File: config.mk
export PLATFORM = sky130hd
export DESIGN_NAME = turn_signal_ctrl_flat
export DESIGN_NICKNAME = d
export VERILOG_FILES = /design/src/rtl/turn_signal_if.sv /design/src/rtl/turn_signal_ctrl.sv /design/src/flat_wrapper.sv
export SDC_FILE = /design/constraint.sdc
export NUM_CORES = 1
export LEC_CHECK = 0
export ABC_AREA = 1
export BUFFER_PORTS_ARGS = -buffer_cell sky130_fd_sc_hd__buf_2
export CAP_MARGIN = 0
export CORE_UTILIZATION = 45
export CTS_BUF_LIST = sky130_fd_sc_hd__clkbuf_2
export DETAILED_ROUTE_END_ITERATION = 8
export HOLD_SLACK_MARGIN = 0.12
export PLACE_DENSITY_LB_ADDON = 0.15
export SETUP_SLACK_MARGIN = 0.02
export SYNTH_ARGS = -nofsm -noshare
export SYNTH_HDL_FRONTEND = slang
export SYNTH_SLANG_ARGS = --single-unit
File: constraint.sdc
create_clock -name clk -period 2.9 [get_ports clk]
set_input_delay 0.145 -clock clk [delete_from_list [all_inputs] [get_ports clk]]
set_output_delay 0.145 -clock clk [all_outputs]
set_load 0.02 [all_outputs]
File: src/rtl/turn_signal_if.sv
// Request/command bundle between the switch inputs, the sequencing controller
// and the six-lamp light FSM.
interface turn_signal_if;
    logic       left_req;
    logic       right_req;
    logic       hazard_req;
    logic       step_en;
    logic       fsm_left;
    logic       fsm_right;
    logic [1:0] mode;
    logic       busy;
    logic [7:0] seq_count;

    // Switch side / observer: drives the raw requests, watches the commands.
    modport master (
        output left_req,
        output right_req,
        output hazard_req,
        input  step_en,
        input  fsm_left,
        input  fsm_right,
        input  mode,
        input  busy,
        input  seq_count
    );

    // Controller side: consumes the raw requests, produces the commands.
    modport slave (
        input  left_req,
        input  right_req,
        input  hazard_req,
        output step_en,
        output fsm_left,
        output fsm_right,
        output mode,
        output busy,
        output seq_count
    );
endinterface

File: src/rtl/turn_signal_ctrl.sv
// Turn-signal sequencing controller: synchronises the left/right/hazard
// switches, arbitrates them into a mode, and paces the light FSM one lamp
// step per step_en pulse. The mode only changes at sequence boundaries, and
// GAP_STEPS dark steps separate consecutive sequences.
module turn_signal_ctrl #(
    parameter int STEP_DIV  = 12500000,
    parameter int DIV_W     = 24,
    parameter int GAP_STEPS = 1
) (
    input  logic          clk,
    input  logic          reset,
    turn_signal_if.slave  bus
);

    typedef enum logic [1:0] {
        ST_IDLE = 2'b00,
        ST_RUN  = 2'b01,
        ST_GAP  = 2'b10
    } state_t;

    localparam logic [1:0] MODE_NONE   = 2'b00;
    localparam logic [1:0] MODE_LEFT   = 2'b01;
    localparam logic [1:0] MODE_RIGHT  = 2'b10;
    localparam logic [1:0] MODE_HAZARD = 2'b11;

    localparam logic [DIV_W-1:0] DIV_LAST = DIV_W'(STEP_DIV - 1);
    // gap_cnt never needs to hold more than GAP_STEPS-1
    localparam int               GAP_W    = (GAP_STEPS > 2) ? $clog2(GAP_STEPS) : 1;
    localparam logic [GAP_W-1:0] GAP_LAST = GAP_W'((GAP_STEPS > 0) ? (GAP_STEPS - 1) : 0);
    localparam bit               HAS_GAP  = (GAP_STEPS > 0);

    // Hazard wins; left+right together is also treated as hazard.
    function automatic logic [1:0] arbitrate(input logic [2:0] req);
        logic [1:0] res;
        if (req[2] || (req[0] && req[1])) begin
            res = MODE_HAZARD;
        end else if (req[0]) begin
            res = MODE_LEFT;
        end else if (req[1]) begin
            res = MODE_RIGHT;
        end else begin
            res = MODE_NONE;
        end
        return res;
    endfunction

    // Saturating sequence counter increment.
    function automatic logic [7:0] sat_inc(input logic [7:0] val);
        logic [7:0] res;
        if (val != 8'hFF) begin
            res = val + 8'd1;
        end else begin
            res = val;
        end
        return res;
    endfunction

    // request bit order: [2]=hazard, [1]=right, [0]=left
    logic [2:0]       sync1_q;
    logic [2:0]       sync2_q;
    state_t           state_q,  state_d;
    logic [1:0]       mode_q,   mode_d;
    logic [DIV_W-1:0] div_q,    div_d;
    logic [1:0]       step_q,   step_d;
    logic [GAP_W-1:0] gap_q,    gap_d;
    logic [7:0]       seq_q,    seq_d;
    logic [1:0]       pri_s;
    logic             step_en_s;

    assign pri_s     = arbitrate(sync2_q);
    assign step_en_s = (state_q != ST_IDLE) && (div_q == DIV_LAST);

    // Two-flop synchroniser for the asynchronous switch inputs.
    always_ff @(posedge clk or posedge reset) begin
        if (reset) begin
            sync1_q <= 3'b000;
            sync2_q <= 3'b000;
        end else begin
            sync1_q <= {bus.hazard_req, bus.right_req, bus.left_req};
            sync2_q <= sync1_q;
        end
    end

    // Controller state registers.
    always_ff @(posedge clk or posedge reset) begin
        if (reset) begin
            state_q <= ST_IDLE;
            mode_q  <= MODE_NONE;
            div_q   <= '0;
            step_q  <= 2'd0;
            gap_q   <= '0;
            seq_q   <= 8'd0;
        end else begin
            state_q <= state_d;
            mode_q  <= mode_d;
            div_q   <= div_d;
            step_q  <= step_d;
            gap_q   <= gap_d;
            seq_q   <= seq_d;
        end
    end

    // Next-state logic: divider, step/gap counting and boundary re-arbitration.
    always_comb begin
        state_d = state_q;
        mode_d  = mode_q;
        div_d   = div_q;
        step_d  = step_q;
        gap_d   = gap_q;
        seq_d   = seq_q;

        if (state_q != ST_IDLE) begin
            if (step_en_s) begin
                div_d = '0;
            end else begin
                div_d = div_q + DIV_W'(1);
            end
        end else begin
            div_d = div_q;
        end

        case (state_q)
            ST_IDLE: begin
                if (pri_s != MODE_NONE) begin
                    mode_d  = pri_s;
                    div_d   = '0;
                    step_d  = 2'd0;
                    state_d = ST_RUN;
                end else begin
                    mode_d  = MODE_NONE;
                end
            end
            ST_RUN: begin
                if (step_en_s) begin
                    if (step_q == 2'd3) begin
                        // fourth pulse: light FSM is back in S0
                        seq_d  = sat_inc(seq_q);
                        step_d = 2'd0;
                        if (HAS_GAP) begin
                            mode_d  = MODE_NONE;
                            gap_d   = '0;
                            state_d = ST_GAP;
                        end else if (pri_s != MODE_NONE) begin
                            mode_d  = pri_s;
                        end else begin
                            mode_d  = MODE_NONE;
                            div_d   = '0;
                            state_d = ST_IDLE;
                        end
                    end else begin
                        step_d = step_q + 2'd1;
                    end
                end else begin
                    step_d = step_q;
                end
            end
            ST_GAP: begin
                if (step_en_s) begin
                    if (gap_q == GAP_LAST) begin
                        if (pri_s != MODE_NONE) begin
                            mode_d  = pri_s;
                            step_d  = 2'd0;
                            state_d = ST_RUN;
                        end else begin
                            mode_d  = MODE_NONE;
                            div_d   = '0;
                            state_d = ST_IDLE;
                        end
                    end else begin
                        gap_d = gap_q + GAP_W'(1);
                    end
                end else begin
                    gap_d = gap_q;
                end
            end
            default: begin
                state_d = ST_IDLE;
                mode_d  = MODE_NONE;
                div_d   = '0;
            end
        endcase
    end

    assign bus.step_en   = step_en_s;
    assign bus.fsm_left  = mode_q[0];
    assign bus.fsm_right = mode_q[1];
    assign bus.mode      = mode_q;
    assign bus.busy      = (state_q != ST_IDLE);
    assign bus.seq_count = seq_q;

endmodule

File: src/flat_wrapper.sv
// flat-port wrapper written by rule: the top's interface ports become plain ports
module turn_signal_ctrl_flat 
#(
    parameter int STEP_DIV  = 12500000,
    parameter int DIV_W     = 24,
    parameter int GAP_STEPS = 1
)
  (clk, reset, bus_left_req, bus_right_req, bus_hazard_req, bus_step_en, bus_fsm_left, bus_fsm_right, bus_mode, bus_busy, bus_seq_count);
  turn_signal_if bus_i ();
  input  logic clk;
  input  logic reset;
  input wire logic [$bits(bus_i.left_req)-1:0] bus_left_req;
  input wire logic [$bits(bus_i.right_req)-1:0] bus_right_req;
  input wire logic [$bits(bus_i.hazard_req)-1:0] bus_hazard_req;
  output wire logic [$bits(bus_i.step_en)-1:0] bus_step_en;
  output wire logic [$bits(bus_i.fsm_left)-1:0] bus_fsm_left;
  output wire logic [$bits(bus_i.fsm_right)-1:0] bus_fsm_right;
  output wire logic [$bits(bus_i.mode)-1:0] bus_mode;
  output wire logic [$bits(bus_i.busy)-1:0] bus_busy;
  output wire logic [$bits(bus_i.seq_count)-1:0] bus_seq_count;
  assign bus_i.left_req = bus_left_req;
  assign bus_i.right_req = bus_right_req;
  assign bus_i.hazard_req = bus_hazard_req;
  assign bus_step_en = bus_i.step_en;
  assign bus_fsm_left = bus_i.fsm_left;
  assign bus_fsm_right = bus_i.fsm_right;
  assign bus_mode = bus_i.mode;
  assign bus_busy = bus_i.busy;
  assign bus_seq_count = bus_i.seq_count;
  turn_signal_ctrl #(.STEP_DIV(STEP_DIV), .DIV_W(DIV_W), .GAP_STEPS(GAP_STEPS)) u_core (.clk(clk), .reset(reset), .bus(bus_i));
endmodule
## Yosys cells after proc, flatten, opt, wreduce, memory -nomap -nowiden

Index checks and enable logic that the tools add are counted.

| cells by class | value |
|---|---|
| $add $sub $neg | 4 |
| eq/ne operators | 10 |
| muxes and demuxes | 34 |
| reductions and logical operators | 13 |

Operators by type and width:

| cell | count |
|---|---|
| $mux W24 | 6 |
| $pmux W24 S3 | 1 |
| $mux W2 | 18 |
| $add A24 B1 Y24 const B | 1 |
| $eq A24 B24 Y1 const B | 1 |
| $pmux W2 S3 | 3 |
| $reduce_and A4 Y1 | 4 |
| $add A8 B1 Y8 const B | 1 |
| $ne A8 B8 Y1 const B | 1 |
| $ne A2 B2 Y1 const B | 3 |
| $reduce_bool A2 Y1 | 3 |
| $mux W1 | 5 |
| $reduce_and A5 Y1 | 1 |
| $eq A2 B2 Y1 const B | 2 |
| $ne A2 B1 Y1 const B | 2 |
| $reduce_bool A3 Y1 | 1 |
| $add A2 B1 Y2 const B | 1 |
| $eq A2 B1 Y1 const B | 1 |
| $logic_and A1 B1 Y1 | 2 |
| $logic_not A2 Y1 | 1 |
| $pmux W1 S2 | 1 |
| $add A1 B1 Y1 const B | 1 |
| $logic_or A1 B1 Y1 | 1 |

| word-level totals | value |
|---|---|
| bits in registers | 45 |
| input port bits | 5 |
| logic and storage cells | 69 |

## Logic depth before layout (Yosys ltp)

Gate-level depths: netlist of run 1.

| depth | value |
|---|---|
| word-level depth | 8 |
| depth in mapped cells | 11 |

## Worst setup path before layout of run 1

OpenSTA, ideal clock, no wires.

| timing path | value |
|---|---|
| kind | register to register |
| start | reg u_core.div_q[1] |
| end | reg u_core.div_q[6] |
| arrival time | 1468 ps |
| setup slack | 1312 ps |
| stages on the path, launching flop included | 12 |
| buffers on the path | 1 |
| cell sequence | dfrtp_1 -> ha_1 -> nand2_1 -> nor2_4 -> inv_2 -> nor2_2 -> nand3_1 -> nand2_2 -> nand2_4 -> inv_4 -> buf_8 -> nor2_1 |

| between the ends | value |
|---|---|
| word-level cells in the longest chain between the ends | 8 |

Ends and longest elaborated chain:

| element | RTL line | source |
|---|---|---|
| start, declared | turn_signal_ctrl.sv:63 | `logic [DIV_W-1:0] div_q, div_d;` |
| start signal, assigned | turn_signal_ctrl.sv:96 | `div_q <= div_d;` |
| parallel branches: the longest is 7 deep, another holds $add A24 B1 Y24 | -- |  |
| $pmux W24 S3 (*) | turn_signal_ctrl.sv:122 | `case (state_q)` |
| named net u_core.div_d[6] | turn_signal_ctrl.sv:63 |  |

Mark *: on every way through the listed nets, which the timed path passes.
A chain may end at the register's enable or synchronous reset.

## Worst setup path after layout of run 1

| timing path | value |
|---|---|
| start | reg u_core.div_q[1] |
| end | out bus_step_en |

| between the ends | value |
|---|---|
| word-level cells in the longest chain between the ends | 2 |

Ends and longest elaborated chain:

| element | RTL line | source |
|---|---|---|
| $eq A24 B24 Y1 | turn_signal_ctrl.sv:71 | `assign step_en_s = (state_q != ST_IDLE) && (div_q == DIV_LAST);` |
| $logic_and A1 B1 Y1 | turn_signal_ctrl.sv:71 |  |
| end, declared | flat_wrapper.sv:15 | `output wire logic [$bits(bus_i.step_en)-1:0] bus_step_en;` |

Every way passes these cells.

==> results of run 1 <==
power groups by stage:
stage,logic (mW),clock network [mW],registers [mW]
4_1_cts,0.275,0.255,0.740
3_3_place_gp,0.265,0,0.748
3_5_place_dp,0.269,0,0.751
2_1_floorplan,0.227,0,0.737
6_report,0.270,0.240,0.740
5_1_grt,0.311,0.272,0.753
routing by layer:
metal,vias up,share of wire (%)
li1,1077,-
met1,970,48
met2,31,47
met3,4,3.2
met4,0,0.97
met5,-,0
cell type report:
type                       count  area [um^2]  share of cell area [%]
inverter                      36        137.6                   5.064
sequential                    44         1101                   40.52
timing repair buffer          23        137.6                   5.064
clock buffer                   5        25.02                  0.9208
multi-input combinational    241         1221                   44.94
tap                           70        87.58                   3.223
clock inverter                 2        7.507                  0.2762
registers in the layout, indices dropped and copies added (netlist names):
name,flops
u_core.step_q,2
u_core.sync2_q,3
u_core.bus.seq_count,8
u_core.bus.mode,2
u_core.state_q,2
u_core.div_q,24
u_core.sync1_q,3
worst max-delay path by stage:
stage	cells past startpoint	slack, ns	endpoint	start
finish	8	0.69	bus_step_en	u_core.div_q[1]
detailed placement	10	1.11	u_core.div_q[17]	u_core.div_q[1]
global placement	8	1.17	bus_step_en	u_core.div_q[1]
floorplan	11	1.31	u_core.div_q[6]	u_core.div_q[1]
CTS	8	0.65	bus_step_en	u_core.div_q[1]
global route	8	0.43	bus_step_en	u_core.div_q[1]
cell usage after synthesis (all sizes together):
library cell | count | area share, %
a21o | 1 | 0.30
a21oi | 3 | 0.60
a31oi | 1 | 0.85
buf | 5 | 1.9
dfrtp | 44 | 44
ha | 3 | 1.5
inv | 36 | 5.5
nand2 | 90 | 14
nand3 | 33 | 6.8
nand4 | 12 | 3.0
nor2 | 65 | 12
nor3 | 8 | 2.0
nor3b | 1 | 0.50
o21ai | 4 | 0.80
o21bai | 1 | 0.30
or2 | 3 | 0.85
xnor2 | 3 | 1.0
xor2 | 13 | 4.5
critical path: cells and delay by family, from the launching register on:
kind                       cells  cell delay [ns]
adders and majority gates      1             0.20
buffers and inverters          2             0.30
DFF                            1             0.43
and+or+nand+nor                5             0.75
stage by stage:
| stage | util (%) | instance area (um^2) |
|---|---|---|
| finish | 51.89 | 2718 |
| CTS | 51.89 | 2718 |
| global route | 51.89 | 2718 |
| global placement | 50.50 | 2645 |
| floorplan | - | 2509 |
| detailed placement | 50.50 | 2645 |
cell families (layout without fill, tap and decap cells):
family / count (synthesis) / in the layout
and+or+nand+nor: 212 / 212
xor gates and xnor gates: 16 / 16
adders and majority gates: 3 / 3
DFF: 44 / 44
AOI/OAI and AO/OA: 10 / 10
buffers and inverters: 41 / 66
what timing repair did:
item	4_1_cts	5_1_grt
setup endpoints to repair	0	0
hold buffers	4	0
gates resized for setup	0	0
endpoints found under the hold margin	22	0
==> impl_results.md, run 1 <==
- Outcome: completed
- Core Box Area: 5238 um^2
- Inst Count DP: 410
- Post-route ant nets: 0
- Cell mode on critical path: nand2_1
- R2R Path End: u_core.div_q[18]
- R2r startpoint: u_core.div_q[1]
- Slew margin rel.: 51.00%
- Die Area: 5878 um^2
- Hpwl dp: 3726 um
- Worst setup margin: 0.6862 ns
- Compound-Gate Fraction of Synth Area: 2.843%
- DRT Pass-1 Iters: 4
- DR vias/cell: 4.945
- Worst path cell trace: ha_1 > nand2_1 > nor2_4 > inv_2 > nor2_1 > nand2_1 > nor3_4 > buf_2
- Via count: 2,082
- Clock sink count: 44
- Endpoints failing hold: 0
- Nets: 359
- Die Y: 76.67 um
- CP max FO: 9
- First-pass GRT wire length: 8976 um
- Synth Area in Adders: 1.496%
- Fraction of layout cells with a size suffix above 1: 15.67%
- Pint: 0.8383 mW
- Met2 Resource Use GR: 30.36%
- Crit-path slowest cell: dfrtp_1
- Clock power frac: 19.2%
- CP peak stage delay: 0.43 ns
- Synthesized flop and latch total: 44
- GR met3 Demand/Resource: 2.976%
- Period minus WS final: 2.214 ns
- DR WL/cell: 11.95 um
- Sw frac: 32.90%
- Tcrit/Tclk final: 76.34%
- Netlist cell types: 30
- Hold WC Path Type: input port to asynchronous set/reset pin
- Commonest non-fill, non-tap cell in the layout: nand2_1
- Lkg Pwr: 1.366 nW
- Initial Utilization: 47.90%
- Clock Tree Buf Depth: 2
- Crit end category: output port
- Setup_tns: 0 ns
- Seq/Total Area, Yosys: 43.89%
- Power, Total: 1.249 mW
- RSZ-0062 raised after global routing: false
- Setup-failing EPs final: 0
- Synth Area in Simple Gates: 38.75%
- Post-CTS setup buffers: 0
- Ports: 19
- Worst hold slack: 0.2598 ns
- Max Clk Rate: 451.7 MHz
- Chip Width: 76.67 um
- Crit path arrival time: 2.07 ns
- Startpoint Class: flip-flop
- Maxcap violations: 0
- Sequential share of power: 59.2%
- Layout area overhead: 8.329%
- Netlist Area Pre-Place: 2509 um^2
- Antenna violations before repair: 0
- Cells on worst reg2reg path: 10
- Worst-Margin Slew: 0.7305 ns
- Fillers: 537
- CTS Root Cell: clkbuf_2
- Gr ovfl total: 0
- CTS tree: yes
- WP data required: 2.76 ns
- N_diodes: 0
- Commonest non-fill, non-tap cells in the layout: 88 x nand2_1, 49 x nor2_1, 44 x dfrtp_1
- Pwr/cell area: 459.7 nW/um^2
- Peak supply drop: 238.8 uV
- Mux cell area share after synthesis: 0%
- Crit Path Class: flip-flop to output port
- Vias in the first global route: 1,983
- Post-Synth XOR/XNOR Area: 5.586%
- Post-Syn Nets: 334
- Row count: 26
- Sw power: 0.4111 mW
- Cts bufs inserted: 5
- GPL Wtd Cong: 0.8511
- Port buffer count: 18
- Total Routing Usage GR: 19.36%
- Grt peak-use layer: met2
- Non-Filler Instances: 421
- Largest family of logic cells by synthesized area: simple AND/OR/NAND/NOR gates
- Clk pin slew, worst setup/hold paths: 0.23 ns
- Detailed router's first-iteration violation count: 126
- H-tree depth: 2
- Post-Syn Area per Cell: 7.695 um^2
- Yosys warning total: 0
- Largest net degree at the start of global routing: 26
- M1 GR Usage: 26.44%
- Pre-CTS WS: 1.108 ns
- Reg2reg setup slack: 1.11 ns
- Worst Skew: 0.02861 ns
- Final Max Slew Viols: 0
- Combinational share of power: 21.6%
- Worst skew pair latency: 0.42 ns
- DRC: 0
- Synthesized instance count: 326
- Drt total wl: 5032 um
No activity file was read; power rests on OpenSTA's default activity.
==> inputs of run 2 (changes only) <==
--- a/config.mk
+++ b/config.mk
@@ -5,7 +5,7 @@
 export SDC_FILE = /design/constraint.sdc
 export NUM_CORES = 1
 export LEC_CHECK = 0
-export ABC_AREA = 1
+export ABC_AREA = 0
 export BUFFER_PORTS_ARGS = -buffer_cell sky130_fd_sc_hd__buf_2
 export CAP_MARGIN = 0
 export CORE_UTILIZATION = 45
==> constraint.sdc (replaced) <==
create_clock -name clk -period 2.25 [get_ports clk]
set_input_delay 0.1125 -clock clk [delete_from_list [all_inputs] [get_ports clk]]
set_output_delay 0.1125 -clock clk [all_outputs]
set_load 0.02 [all_outputs]
==> impl_results.md, run 2 <==
- Crit Path Class: flip-flop to flip-flop
- Worst skew pair latency: 0.41 ns
- Hpwl dp: 3295 um
- First-pass GRT wire length: 7969 um
- Worst Skew: 0.01024 ns
- Period minus WS final: 2.331 ns
- Cells on worst reg2reg path: 5
- Fraction of layout cells with a size suffix above 1: 29.24%
- R2R Path End: u_core.bus.seq_count[1]
- Crit-path slowest cell: or4_4
- Largest Register: u_core.div_q
- DRT Pass-1 Iters: 4
- Post-synth EDFFs: 0
- GPL Wtd Cong: 0.8270
- Reg2reg setup slack: -0.08 ns
- CTS tree: yes
- Seq/Total Area, Yosys: 49.49%
- Gr ovfl total: 0
- Commonest non-fill, non-tap cell in the layout: dfrtp_1
- Pwr/cell area: 644.2 nW/um^2
- Maxcap violations: 0
- Clock Tree Buf Depth: 2
- Vias in the first global route: 1,718
- Combinational share of power: 22.7%
- Final Max Slew Viols: 0
- Drt total wl: 4564 um
- Worst-Margin Slew: 0.5702 ns
- Synthesized flop and latch total: 44
- CP max FO: 7
- CTS Root Cell: clkbuf_2
- Cell area after placement: 2586 um^2
- Antenna violations before repair: 0
- Worst path cell trace: or3b_4 > or3_4 > or4_4 > nor2b_4 > mux2_4
- CP Buf/Inv Count: 0
- Row count: 25
- Sw power: 0.5462 mW
- Startpoint Class: flip-flop
- Clock sink count: 44
- Synthesized instance count: 222
- Peak supply drop: 409.2 uV
- Post-synth ARST share: 100.0%
- Clk pin slew, worst setup/hold paths: 0.24 ns
- Fillers: 433
- N_diodes: 0
- Total Routing Usage GR: 19.87%
- Yosys top cell area share: 49.49%
- Chip Width: 72.31 um
- Ports: 19
- Cts bufs inserted: 5
- Pint: 1.248 mW
- DR vias/cell: 5.180
- Sw frac: 30.44%
- Top cells by instance count after synthesis: 44 x dfrtp_1, 29 x nor2_1, 22 x xor2_1
- Synth top area cells: dfrtp_1 49%, xor2_1 8.7%, nor2_1 4.9%
- Max Clk Rate: 429.1 MHz
- Netlist Area Pre-Place: 2225 um^2
- Crit end category: flip-flop
- Post-Syn Nets: 230
- Detailed router's first-iteration violation count: 101
- RSZ-0062 raised after global routing: true
- Clock power frac: 25.8%
- WP data required: 2.58 ns
- Hold WC Path Type: input port to flip-flop
- Worst setup margin: -0.08062 ns
- Largest delay share family, worst path: simple AND/OR/NAND/NOR gates
- Largest net degree at the start of global routing: 23
- Largest area contributor in the netlist: dfrtp_1
- CP startpoint: u_core.div_q[16]
- Sequential share of power: 51.5%
- DR WL/cell: 13.27 um
- DRC: 0
- Tcrit/Tclk final: 103.6%
- Outcome: finished, violations left
- R2r startpoint: u_core.div_q[16]
- Top FF cell, synth: dfrtp_1
- Post-route ant nets: 0
- Crit path to: u_core.bus.seq_count[1]
- Post-Syn Area per Cell: 10.02 um^2
- Number of cells on the critical path: 5
- Endpoints failing hold: 0
- Netlist cell types: 53
- Initial Utilization: 46.79%
- Yosys warning total: 0
- Setup-failing EPs final: 4
- CP peak stage delay: 0.63 ns
- Via count: 1,782
- Layout area overhead: 25.20%
- Failing checks: setup timing
- Die Y: 72.31 um
- Final Cell Area: 2785 um^2
- Port buffer count: 18
- Core Box Area: 4755 um^2
- Slew margin rel.: 61.64%
- Largest register FFs: 24
- Lkg Pwr: 1.325 nW
- Setup_tns: -0.1442 ns
- Commonest non-fill, non-tap cells in the layout: 44 x dfrtp_1, 30 x buf_4, 24 x nor2_1
- Nets: 284
- Util after Layout: 58.58%
- Crit path arrival time: 2.66 ns
- Most common cell in the netlist: dfrtp_1
- Power, Total: 1.794 mW
- H-tree depth: 2
- Die Area: 5229 um^2
run 2: cell count changes after synthesis, moves of 4 or more:
cell,delta
o21ai_0,+8
nor2_1,-20
nor4_1,+4
inv_1,-27
nor2_2,-14
inv_2,-5
xor2_1,+9
nand2_1,-71
nand3_1,-19
run 2: final cells by class:
class	instances	area, um^2	share of cell area, %
clock inverter	3	46.29	1.662
inverter	3	11.26	0.4043
timing repair buffer	55	394.1	14.15
clock buffer	5	25.02	0.8985
multi-input combinational	167	1124	40.34
sequential	44	1101	39.53
tap	67	83.83	3.010
run 2: worst min-delay path by stage:
stage / start / end / slack, ns / cells past startpoint
2_1_floorplan: bus_left_req / u_core.sync1_q[0] / 0.14 / 0
3_3_place_gp: reset / u_core.sync1_q[0] / 0.04 / 2
3_5_place_dp: reset / u_core.sync1_q[0] / 0.05 / 2
4_1_cts: bus_right_req / u_core.sync1_q[1] / 0.29 / 2
5_1_grt: bus_right_req / u_core.sync1_q[1] / 0.25 / 2
6_report: bus_right_req / u_core.sync1_q[1] / 0.32 / 2
run 2: cells by family after synthesis:
logic type / count (synthesis) / share of synthesized area, %
AOI/OAI and AO/OA: 31 / 9.112
and+or+nand+nor: 108 / 27.00
muxes: 2 / 1.012
buffers and inverters: 11 / 2.643
adders and majority gates: 3 / 1.687
xor gates and xnor gates: 23 / 9.055
DFF: 44 / 49.49
run 2: per-stage QoR:
stage | std cells | hold slack (ns) | worst slack [ns]
2_1_floorplan | 222 | 0.1439 | -0.02467
4_1_cts | 343 | 0.2870 | -0.04277
3_3_place_gp | 329 | 0.04143 | -0.02645
5_1_grt | 344 | 0.2479 | -0.1217
3_5_place_dp | 329 | 0.04856 | -0.02973
6_report | 344 | 0.3156 | -0.08062
run 2: power by group through the flow:
stage	sequential, mW	combinational, mW	clock [mW]
after floorplan	0.942	0.224	0
after detailed placement	0.943	0.387	0
final	0.925	0.407	0.462
after global routing	0.938	0.456	0.521
after CTS	0.929	0.397	0.482
after global placement	0.941	0.380	0
run 2: what timing repair did:
item                       in CTS  in global routing
buffers inserted                1                  1
setup endpoints to repair       5                 14
hold buffers                    5                  0
gates resized for setup        10                  7
pin swaps                       3                  4
hold endpoints to repair       47                  0
run 2: per-layer routing:
layer  wire (um)  vias to the layer above  GRT usage, %
li1            -                      898             -
met1        2294                      853         27.96
met3         127                        5         4.167
met5           0                        -             0
met4          44                        0         5.882
met2        2097                       26         31.05
